### src/rtl/control_comptador_pkg.sv
// control_comptador_pkg: shared widths, mode constants and FSM state encoding
package control_comptador_pkg;
  localparam int CNT_W = 8;
  localparam int PRESC_W = 4;
  localparam logic MODE_ONESHOT = 1'b0;
  localparam logic MODE_PERIODIC = 1'b1;
  typedef enum logic [1:0] {
    IDLE  = 2'd0,
    CLEAR = 2'd1,
    RUN   = 2'd2,
    DONE  = 2'd3
  } state_e;
endpackage

### src/rtl/comptador_8_bits.sv
// comptador_8_bits: 8-bit up-counter with asynchronous clear and count enable
//   clk in  : clock, rising edge
//   rst in  : asynchronous clear, active-high
//   en  in  : advance by one on the next edge
//   out out : current count
module comptador_8_bits
  import control_comptador_pkg::*;
(
  input  logic             clk,
  input  logic             rst,
  input  logic             en,
  output logic [CNT_W-1:0] out
);
  logic [CNT_W-1:0] out_q;
  always_ff @(posedge clk or posedge rst) begin
    if (rst) out_q <= '0;
    else if (en) out_q <= out_q + 1'b1;
  end
  assign out = out_q;
endmodule

### src/rtl/control_comptador.sv
// control_comptador: start/stop sequencer driving a prescaled 8-bit counter up to a terminal value
//   clk   in  : clock, rising edge
//   rst   in  : asynchronous reset, active-high
//   start in  : launch request, honoured only when idle
//   stop  in  : abort request, honoured whenever busy
//   mode  in  : 0 one-shot, 1 periodic
//   limit in  : terminal count
//   presc in  : counter advances once every presc+1 cycles
//   count out : counter value
//   busy  out : sequence in progress
//   done  out : one-cycle pulse when the terminal count is reached
module control_comptador
  import control_comptador_pkg::*;
(
  input  logic               clk,
  input  logic               rst,
  input  logic               start,
  input  logic               stop,
  input  logic               mode,
  input  logic [CNT_W-1:0]   limit,
  input  logic [PRESC_W-1:0] presc,
  output logic [CNT_W-1:0]   count,
  output logic               busy,
  output logic               done
);
  state_e             state_q, state_d;
  logic [CNT_W-1:0]   limit_q, limit_d;
  logic [PRESC_W-1:0] presc_q, presc_d, pcnt_q, pcnt_d;
  logic               mode_q, mode_d, clr_q, done_q;
  logic               accept, tick, at_limit, cnt_en, cnt_rst;
  assign accept   = (state_q == IDLE) && start && !stop;
  assign tick     = pcnt_q == presc_q;
  assign at_limit = count == limit_q;
  // gating on at_limit keeps the counter parked at the terminal value
  assign cnt_en   = (state_q == RUN) && tick && !at_limit;
  // clr comes straight from a flop so the counter's async clear is glitch-free
  assign cnt_rst  = rst | clr_q;
  assign limit_d  = accept ? limit : limit_q;
  assign presc_d  = accept ? presc : presc_q;
  assign mode_d   = accept ? mode : mode_q;
  assign pcnt_d   = (state_q == RUN) ? (tick ? '0 : pcnt_q + 1'b1) : '0;
  always_comb begin
    state_d = state_q;
    case (state_q)
      IDLE:    state_d = accept ? CLEAR : IDLE;
      CLEAR:   state_d = stop ? IDLE : RUN;
      RUN:     state_d = stop ? IDLE : (at_limit ? DONE : RUN);
      default: state_d = (stop || mode_q != MODE_PERIODIC) ? IDLE : CLEAR;
    endcase
  end
  always_ff @(posedge clk or posedge rst) begin
    if (rst) begin
      state_q <= IDLE;
      limit_q <= '0;
      presc_q <= '0;
      mode_q  <= MODE_ONESHOT;
      pcnt_q  <= '0;
      clr_q   <= 1'b0;
      done_q  <= 1'b0;
    end else begin
      state_q <= state_d;
      limit_q <= limit_d;
      presc_q <= presc_d;
      mode_q  <= mode_d;
      pcnt_q  <= pcnt_d;
      clr_q   <= state_d == CLEAR;
      done_q  <= state_d == DONE;
    end
  end
  comptador_8_bits u_cnt (
    .clk(clk),
    .rst(cnt_rst),
    .en (cnt_en),
    .out(count)
  );
  assign busy = state_q != IDLE;
  assign done = done_q;
endmodule
### config.mk
export PLATFORM = sky130hd
export DESIGN_NAME = control_comptador
export DESIGN_NICKNAME = d
export VERILOG_FILES = /design/src/rtl/control_comptador_pkg.sv /design/src/rtl/comptador_8_bits.sv /design/src/rtl/control_comptador.sv
export SDC_FILE = /design/constraint.sdc
export NUM_CORES = 1
export LEC_CHECK = 0
export BUFFER_PORTS_ARGS = -buffer_cell sky130_fd_sc_hd__clkbuf_2
export CAP_MARGIN = 25
export CORE_ASPECT_RATIO = 1.4
export CORE_UTILIZATION = 53
export DETAILED_ROUTE_END_ITERATION = 7
export GPL_ROUTABILITY_DRIVEN = 0
export GPL_TIMING_DRIVEN = 0
export HOLD_SLACK_MARGIN = 0.15
export PLACE_DENSITY = 0.77
export SLEW_MARGIN = 5
export SYNTH_ARGS = -nofsm -noshare
export SYNTH_HDL_FRONTEND = slang
export SYNTH_SLANG_ARGS = --single-unit
### constraint.sdc
create_clock -name clk -period 0.9 [get_ports clk]
set_input_delay 0.045 -clock clk [delete_from_list [all_inputs] [get_ports clk]]
set_output_delay 0.045 -clock clk [all_outputs]
set_load 0.05 [all_outputs]
==> metrics, run 1 <==
Port Buffers 26; post-CTS resize count 56; setup bufs post-CTS 25; Synth cell types 26; clock root cell clkbuf_4; prevailing post-synth register cell dfrtp_1; FP Rows 21; Longest Clk Path Bufs 2; H-tree level count 2; post-DP HPWL 1.87 mm; Post-Syn Nets 125; Initial Util 56.1%; Sinks on Clock Net 29; ys async rst share 100%; Syn Area/Cell 12.8 um2; run status did not finish; Hold Buf Count CTS 15; number of flops mapped to enable cells by yosys 0; IO Pins 27; Mapped Cells 106; flop and latch count out of synthesis 29; Num CTS Buffers 5; Cell Area, Synth 1360 um2; Ys Warns 0; failing step 4_1_cts; sequential share of the synthesized area 53.6%; Die X 44.7 um; chip height 61.8 um; Error Message [ERROR DPL-0033] detailed placement checks failed during check placement.
## kinds of logic after synthesis
group	synth area share, %
buffers and inverters	0.922
xor gates and xnor gates	15.8
adders and majority gates	1.85
DFF	53.6
and+or+nand+nor	15.1
muxes	11.6
AOI/OAI and AO/OA	1.20
## synthesized netlist by cell type (2+ instances only)
cell type	instances	share of area, %
nor2_1	7	1.9
nor3_1	2	0.74
nand3_1	4	1.5
xnor2_1	10	6.5
dfrtp_1	29	54
ha_1	2	1.8
mux2_1	14	12
a21oi_1	2	0.74
nor4_1	4	1.8
xor2_1	7	4.5
xnor2_2	4	4.8
nand2b_1	2	0.92
nand4_1	3	1.4
nand2_1	4	1.1
## through the flow
stage	setup slack [ns]	TNS, ns	hold WS, ns	instances	area [um2]
3_3_place_gp	-0.773	-14.55	0.178	166	1620
3_5_place_dp	-0.802	-15.54	0.193	166	1620
2_1_floorplan	-0.776	-14.57	-0.00274	106	1440
==> run 2: changes to the inputs <==
--- a/config.mk
+++ b/config.mk
@@ -7,13 +7,12 @@
 export LEC_CHECK = 0
 export BUFFER_PORTS_ARGS = -buffer_cell sky130_fd_sc_hd__clkbuf_2
 export CAP_MARGIN = 25
-export CORE_ASPECT_RATIO = 1.4
-export CORE_UTILIZATION = 53
+export CORE_AREA = 2 2 63 65
 export DETAILED_ROUTE_END_ITERATION = 7
+export DIE_AREA = 0 0 65 67
 export GPL_ROUTABILITY_DRIVEN = 0
 export GPL_TIMING_DRIVEN = 0
-export HOLD_SLACK_MARGIN = 0.15
-export PLACE_DENSITY = 0.77
+export PLACE_DENSITY_LB_ADDON = 0.15
 export SLEW_MARGIN = 5
 export SYNTH_ARGS = -nofsm -noshare
 export SYNTH_HDL_FRONTEND = slang
==> run 2 against run 1 <==
The flow now finishes, with violations (hold timing, setup timing). Synthesized cell count is the same. Area after synthesis is the same.
==> metrics, run 2 <==
Area contributors post-synth dfrtp_1, mux2_1, xnor2_1; first-pass GRT wire length 5.51 mm; H-tree level count 2; number of flops mapped to enable cells by yosys 0; slowest cell on the critical path dfrtp_2; diodes inserted 0; initial antenna violation count 0; post-DP HPWL 1.94 mm; WS Path Type flip-flop to flip-flop; most common cell in the netlist dfrtp_1; Max-cap violations 0; Tcrit/Tclk final 179%; Core ar. 3610 um2; CP cell instances xnor2_1 -> nand4_1 -> nor2_4 -> or3_4 -> mux2_4; ys async rst share 100%; worst slew pin tran 0.470 ns; final max-slew violation count 0; post-synthesis adder-cell area fraction 1.85%; Fin Hold WS -0.00175 ns; unrepaired setup endpoints after global routing yes; share of layout cells above drive strength 1 61.9%; Ys Warns 0; worst clock skew 0.00719 ns; Nets 194; Longest Clk Path Bufs 2; Num CTS Buffers 5; most frequent cells in the layout dfrtp_1, buf_4, clkbuf_2, mux2_4, buf_6; FMAX 622 MHz; Synth cell types 26; Post-Syn Nets 125; hold_sp presc[3]; run status complete, but fails checks; Vias per Instance 4.68; P&R area growth vs syn 70.7%; FP Rows 22; Setup TNS -17.51 ns; DR vias 1049; iteration-0 DRC count of the detailed router 27; Cell Area, Synth 1360 um2; Req. time, crit path 1.07 ns; Worst R2R Start u_cnt.out[5]; hold path endpoint presc_q[3]; IO Pins 27; Min-Delay Path Class primary input to flip-flop; simple-gate share of the synthesized area 15.1%; R2R cell count 5; mux cell area share after synthesis 11.6%; WL per Instance 15.8 um; grt ovf 0; Finished Layout Cells 224; chip height 67 um; final WL 3.53 mm; vias in the first global route 1167; Placed Cells 180; Initial DRT Pass Iterations 4; sequential share of the synthesized area 53.6%; flop and latch count out of synthesis 29; Synth top area share 53.6%; CTS tree done; clock root cell clkbuf_8; DIE AREA 4360 um2; most common cell after layout, fill and taps aside dfrtp_1; Arr. time, crit path 1.77 ns; final hold violation count 1; hold path cells 2; Sinks on Clock Net 29; Mapped Cells 106; synth cell count leaders dfrtp_1, mux2_1, xnor2_1, nor2_1, xor2_1; Filler cells 271; crit-path max cell delay 0.45 ns; Total GRT Usage 17.4%; total chip power 4.13 mW; residual DRC count 0; DP Worst Slack -0.764 ns; Compound-Gate Fraction of Synth Area 1.20%; Slew HR 68.6%; Worst-Skew Late Latency 0.28 ns; Lkg Pwr 1.05 nW; Die X 65 um; Reg2Reg Capture Point u_cnt.out[1]; reg2reg setup slack -0.71 ns; clk slew on worst S/H paths 0.06 ns; Max VDD drop 1.25 mV; largest area contributor in the netlist dfrtp_1; Final ANT Viol Nets 0; prevailing post-synth register cell dfrtp_1; main combinational cell family by area after synthesis XOR/XNOR gates; failing checks hold timing, setup timing; Worst Path Max Fanout 5; Initial Util 37.6%; min setup slack post-route -0.708 ns; minimum clock period 1.61 ns; PD cells 1780 nW/um2; final setup fails 37; largest net degree at the start of global routing 22; Syn Area/Cell 12.8 um2; Post-Synth XOR/XNOR Area 15.8%; CP Capture Type flip-flop; critical path launch point type flip-flop; Port Buffers 26
run 2: cell counts after synthesis:
No cell type changed its count.
run 2: logic make-up (layout without fill, tap and decap cells):
logic type / Yosys count / after routing
and+or+nand+nor: 34 / 34
DFF: 29 / 29
xor gates and xnor gates: 21 / 21
muxes: 14 / 14
AOI/OAI and AO/OA: 3 / 3
buffers and inverters: 3 / 73
adders and majority gates: 2 / 2
run 2: what timing repair did:
action	CTS	global route
endpoints found under the setup margin	46	60
hold buffers	7	0
gates cloned	0	1
resized for setup	42	20
pin swaps	12	10
endpoints found under the hold margin	35	0
setup buffers	26	8
run 2: cell type report:
cell class | instances | area, um2 | share of cell area (%)
multi-input cells | 74 | 767 | 33.2
flip-flops and latches | 29 | 737 | 31.9
repair buffers | 62 | 633 | 27.4
clock buffers | 8 | 90.1 | 3.89
well taps | 48 | 60.1 | 2.60
plain buffers | 1 | 15.0 | 0.649
inverters | 2 | 11.3 | 0.487
run 2: critical path: cells and delay by family, from the launching register on:
family	cells	cell delay (ns)
XOR/XNOR	1	0.18
flip-flops	1	0.45
AND/OR/NAND/NOR	3	0.58
multiplexers	1	0.29
run 2: worst max path at each step:
| stage | end | start | slack [ns] | cells past startpoint |
|---|---|---|---|---|
| after floorplan | u_cnt.out[1] | u_cnt.out[2] | -0.78 | 5 |
| final | u_cnt.out[1] | u_cnt.out[5] | -0.71 | 5 |
| after global placement | u_cnt.out[7] | state_q[0] | -0.76 | 5 |
| after detailed placement | u_cnt.out[1] | presc_q[2] | -0.76 | 4 |
| after global routing | u_cnt.out[1] | u_cnt.out[5] | -0.80 | 5 |
| after CTS | u_cnt.out[1] | u_cnt.out[3] | -0.69 | 5 |
run 2: report_power, final:
part	switching, mW	internal, mW
sequential	0.174	1.49
clock	0.470	0.622
combinational	0.571	0.798
run 2: layer usage:
layer / wire length (um) / vias up / GRT usage [%]
met2: 1910 / 15 / 29.3
met5: 0 / - / 0
met4: 60 / 0 / 7.71
met3: 111 / 7 / 4.22
met1: 1450 / 522 / 21.2
li1: - / 505 / -
run 2: stage by stage:
stage | utilization [%] | hold WS, ns | cell area [um2]
floorplan | - | -0.00274 | 1440
detailed placement | 45.3 | 0.225 | 1630
CTS | 60.8 | 0.000400 | 2190
global placement | 45.3 | 0.208 | 1630
finish | 64.2 | -0.00175 | 2310
global route | 64.2 | -0.00746 | 2310
Power figures use the tool's default switching activity.
==> run 3: changes to the inputs <==
--- a/config.mk
+++ b/config.mk
@@ -13,6 +13,7 @@
 export GPL_ROUTABILITY_DRIVEN = 0
 export GPL_TIMING_DRIVEN = 0
 export PLACE_DENSITY_LB_ADDON = 0.15
+export REMOVE_ABC_BUFFERS = 1
 export SLEW_MARGIN = 5
 export SYNTH_ARGS = -nofsm -noshare
 export SYNTH_HDL_FRONTEND = slang
==> constraint.sdc (replaced) <==
create_clock -name clk -period 0.9 [get_ports clk]
set_input_delay 0.045 -clock clk [delete_from_list [all_inputs] [get_ports clk]]
set_output_delay 0.045 -clock clk [all_outputs]
set_load 0.01 [all_outputs]
==> run 3 against run 2 <==
The run ends with setup timing left. Via count shrank 0.67%. Cell area shrank 5.6%. Cell count shrank 1.3%. Worst hold slack gained 0.0080 ns. Maximum frequency shrank 2.8%. Combinational power shrank 18%. Largest cell class unchanged. Largest power group unchanged.
==> metrics, run 3 (synthesized netlist as in run 2, its figures left out) <==
FMAX 604 MHz; final setup fails 38; worst slew pin tran 0.468 ns; Die X 65 um; Vias per Instance 4.71; Num CTS Buffers 5; critical path launch point type flip-flop; iteration-0 DRC count of the detailed router 20; Max-cap violations 0; failing checks setup timing; most frequent cells in the layout dfrtp_1, clkbuf_2, buf_6, buf_4, mux2_4; WS Path Type flip-flop to flip-flop; Filler cells 291; Initial DRT Pass Iterations 3; chip height 67 um; IO Pins 27; most common cell after layout, fill and taps aside dfrtp_1; H-tree level count 2; minimum clock period 1.65 ns; Sinks on Clock Net 29; Tcrit/Tclk final 184%; Req. time, crit path 1.09 ns; initial antenna violation count 0; grt ovf 0; PD cells 1750 nW/um2; diodes inserted 0; Lkg Pwr 1.00 nW; clock root cell clkbuf_8; FP Rows 22; Worst Path Max Fanout 4; Total GRT Usage 15.8%; unrepaired setup endpoints after global routing yes; final core utilization 60.6%; Longest Clk Path Bufs 2; DIE AREA 4360 um2; largest net degree at the start of global routing 22; CTS tree done; first-pass GRT wire length 5.06 mm; Nets 192; multi-input gate area in the final layout 816 um2; CP Capture Type flip-flop; Worst-Skew Late Latency 0.28 ns; final hold violation count 0; clk slew on worst S/H paths 0.06 ns; sequential cell area 731 um2; DR vias 1042; WL per Instance 14.4 um; Final ANT Viol Nets 0; Max VDD drop 1.04 mV; Min-Delay Path Class primary input to flip-flop; P&R area growth vs syn 61.2%; residual DRC count 0; Port Buffers 26; vias in the first global route 1078; Core ar. 3610 um2; share of layout cells above drive strength 1 62.4%; Arr. time, crit path 1.85 ns; final max-slew violation count 0; post-DP HPWL 1.79 mm; Slew HR 68.7%; total chip power 3.83 mW; min setup slack post-route -0.755 ns; worst clock skew 0.00687 ns; Initial Util 37.6%; final WL 3.19 mm; run status complete, but fails checks
[run 3: cell types whose count changed in the layout (fill, tap and decap cells not counted), sizes merged]
| cell | before | now |
|---|---|---|
| dlygate4sd3 | 7 | 5 |
| clkbuf | 31 | 30 |
[run 3: power breakdown]
part / internal (mW) / switching (mW) / total (mW)
clock network: 0.605 / 0.453 / 1.06
registers: 1.49 / 0.160 / 1.65
logic: 0.681 / 0.439 / 1.12
total: 2.78 / 1.05 / 3.83
[run 3: layout make-up]
| type | instances | area share [%] |
|---|---|---|
| timing repair buffer | 61 | 22.0 |
| clock buffer | 7 | 3.95 |
| tap | 48 | 2.75 |
| sequential | 29 | 33.4 |
| inverter | 2 | 0.515 |
| multi-input combinational | 74 | 37.3 |
[run 3: worst paths after layout]
path | start | end | slack [ns] | cells after the start
min in group asynchronous | clr_q | u_cnt.out[3] | 0.32 | 1
max | state_q[0] | u_cnt.out[7] | -0.75 | 5
max in group asynchronous | rst | u_cnt.out[2] | 0.16 | 3
min reg2reg | clr_q | u_cnt.out[3] | 0.32 | 1
min | limit[6] | limit_q[6] | 0.006 | 2
max reg2reg | state_q[0] | u_cnt.out[7] | -0.75 | 5
[run 3: through the flow]
step                      area, um2  hold slack, ns  std cells  setup TNS (ns)  setup WS [ns]
after floorplan                1350        -0.00273        105          -16.44         -0.862
after global placement         1540           0.185        179          -21.01          -1.08
after detailed placement       1540           0.210        179          -22.25          -1.18
after CTS                      2000        0.000682        211          -19.11         -0.733
after global routing           2180         0.00154        221          -17.66         -0.819
final                          2180         0.00621        221          -15.44         -0.755
[run 3: repair_timing]
| item | CTS | global route |
|---|---|---|
| setup buffers | 23 | 13 |
| hold buffers | 2 | 3 |
| endpoints found under the hold margin | 30 | 3 |
| gates resized for setup | 44 | 28 |
| setup endpoints to repair | 44 | 59 |
| pin swaps | 14 | 16 |
[run 3: worst max-delay path: stages, from the launching register on]
cell and delay (ns):
dfrtp_1 0.40, and2b_2 0.26, nand3_4 0.08, or4_4 0.57, nor2_4 0.10, xor2_1 0.15
[run 3: per-layer routing]
layer  vias to the layer above  GRT usage [%]  share of wire [%]
li1                        502              -                  -
met1                       509           20.3                 44
met2                        24           25.0                 49
met3                         7           4.56                4.4
met4                         0           6.38                2.0
met5                         -              0                  0
==> run 4: changes to the inputs <==
==> constraint.sdc (replaced) <==
create_clock -name clk -period 0.9 [get_ports clk]
set_input_delay 0.225 -clock clk [delete_from_list [all_inputs] [get_ports clk]]
set_output_delay 0.225 -clock clk [all_outputs]
set_load 0.01 [all_outputs]
==> run 4 against run 3 <==
The flow finishes with violations (hold timing, setup timing). Non-clock buffer count down 5. Sequential power barely moved. Largest cell class unchanged. Maximum frequency rose by 0.15%. Via count down 1.2%. Cell count is 2.3% lower. Highest routed layer unchanged. Count of clock-buffer cells in the layout stayed put. Combinational power hardly changed. Global-route usage hardly changed. Critical endpoint unchanged. Power fell by 0.64%. Worst hold slack lost 0.027 ns. Flip-flop and latch count is the same. Register-to-register slack is essentially flat.
==> metrics, run 4 (synthesized netlist as in run 2, its figures left out) <==
Worst setup endpoint u_cnt.out[7]; CP bufs+invs 0; Req. time, crit path 1.09 ns; vias in the first global route 1072; diodes inserted 0; Worst Path Max Fanout 4; most frequent cells in the layout dfrtp_1, clkbuf_2, buf_6, buf_4, mux2_4; final setup fails 39; Vias per Instance 4.76; final max-slew violation count 0; Clock power frac 27.7%; share of layout cells above drive strength 1 63.7%; met1 WL 1.38 mm; sequential cell area 731 um2; Tcrit/Tclk final 184%; Initial DRT Pass Iterations 3; min setup slack post-route -0.752 ns; DR WL met3 143 um; slowest cell on the critical path or4_4; CP delay by family, top simple AND/OR/NAND/NOR gates; H-tree level count 2; reg2reg setup slack -0.75 ns; CTS tree done; uppermost layer routed met4; Longest Clk Path Bufs 2; Comb power frac 28.9%; FMAX 605 MHz; DP Worst Slack -1.18 ns; critical path launch point type flip-flop; final hold violation count 8; post-DP HPWL 1.79 mm; FP Rows 22; WL per Instance 14.6 um; PD cells 1790 nW/um2; Cell Area, Placed 1540 um2; Crit path depth 5; Flop pwr share 43.4%; Arr. time, crit path 1.85 ns; Sw Ratio 27.4%; worst slew pin tran 0.813 ns; R2R cell count 5; P&R area growth vs syn 57.2%; Max-cap violations 0; Slew HR 45.7%; DR vias 1029; metal2 WL 1.56 mm; run status complete, but fails checks; Filler cells 294; failing checks hold timing, setup timing; clk slew on worst S/H paths 0.06 ns; first-pass GRT wire length 5.04 mm; Core ar. 3610 um2; Initial Util 37.6%; WS Path Type flip-flop to flip-flop; Worst R2R Start state_q[0]; Port Buffers 26; chip height 67 um; worst clock skew 0.00528 ns; Final ANT Viol Nets 0; Lkg Pwr 0.987 nW; CP Capture Type flip-flop; crit-path max cell delay 0.57 ns; Reg2Reg Capture Point u_cnt.out[7]; Sw Pwr 1.04 mW; grt ovf 0; DIE AREA 4360 um2; Fin Hold WS -0.0205 ns; largest net degree at the start of global routing 22; Num CTS Buffers 5; initial antenna violation count 0; most common cell after layout, fill and taps aside dfrtp_1; iteration-0 DRC count of the detailed router 27; Sinks on Clock Net 29; IO Pins 27; Min-Delay Path Class primary input to asynchronous set/reset pin; clock root cell clkbuf_8; Max VDD drop 1.04 mV; Nets 187; Die X 65 um; final WL 3.16 mm; Worst-Skew Late Latency 0.27 ns; residual DRC count 0; minimum clock period 1.65 ns; Total GRT Usage 15.8%; Placed Cells 179; multi-input gate area in the final layout 816 um2; Final Cell Area 2130 um2; crit path from state_q[0]; Finished Layout Cells 216; total chip power 3.81 mW; CP cell instances and2b_2 -> nand3_4 -> or4_4 -> nor2_4 -> xor2_1; Int Pwr 2.76 mW; unrepaired setup endpoints after global routing yes
## run 4: cell count changes in the layout (fill, tap and decap cells not counted)
cell	delta
clkinvlp_4	-1
inv_1	+1
dlygate4sd3_1	-5
## run 4: repair_timing
action | 4_1_cts | 5_1_grt
pin swaps | 14 | 16
setup endpoints to repair | 46 | 39
endpoints found under the hold margin | 8 | 0
gates resized for setup | 44 | 27
setup buffers | 23 | 13
## run 4: per-stage QoR
| step | hold WS, ns | util (%) | setup TNS [ns] |
|---|---|---|---|
| final | -0.0205 | 59.1 | -17.09 |
| after global placement | 0.365 | 42.7 | -22.36 |
| after CTS | -0.0263 | 54.9 | -17.20 |
| after global routing | 0.00528 | 59.1 | -19.38 |
| after floorplan | 0.177 | - | -16.44 |
| after detailed placement | 0.390 | 42.7 | -23.85 |
## run 4: metal layers
metal / track usage [%] / vias to the layer above
met2: 25.0 / 24
met3: 4.56 / 7
met4: 6.38 / 0
met5: 0 / -
met1: 20.2 / 506
li1: - / 492
## run 4: cell type report
type | count | share of cell area [%]
inverters | 2 | 0.352
flip-flops and latches | 29 | 34.3
well taps | 48 | 2.82
multi-input cells | 74 | 38.3
repair buffers | 56 | 20.2
clock buffers | 7 | 4.05
## run 4: worst reg2reg max path: stages, from the launching register on
cell	delay, ns
dfrtp_1	0.40
and2b_2	0.26
nand3_4	0.08
or4_4	0.57
nor2_4	0.10
xor2_1	0.15
## run 4: worst min path at each step
| stage | startpoint | endpoint | slack [ns] | depth (start not counted) |
|---|---|---|---|---|
| final | rst | u_cnt.out[3] | -0.02 | 2 |
| after global routing | rst | u_cnt.out[5] | 0.005 | 2 |
| after CTS | rst | u_cnt.out[4] | -0.03 | 2 |
| after detailed placement | rst | u_cnt.out[0] | 0.39 | 2 |
| after global placement | rst | u_cnt.out[0] | 0.36 | 2 |
| after floorplan | rst | u_cnt.out[0] | 0.18 | 1 |
## run 4: power groups by stage
stage	Sequential, mW	Combinational (mW)	Clock, mW
floorplan	1.66	0.436	0
global placement	1.68	0.584	0
detailed placement	1.68	0.599	0
CTS	1.65	1.01	1.09
global route	1.68	1.19	1.16
finish	1.65	1.10	1.05
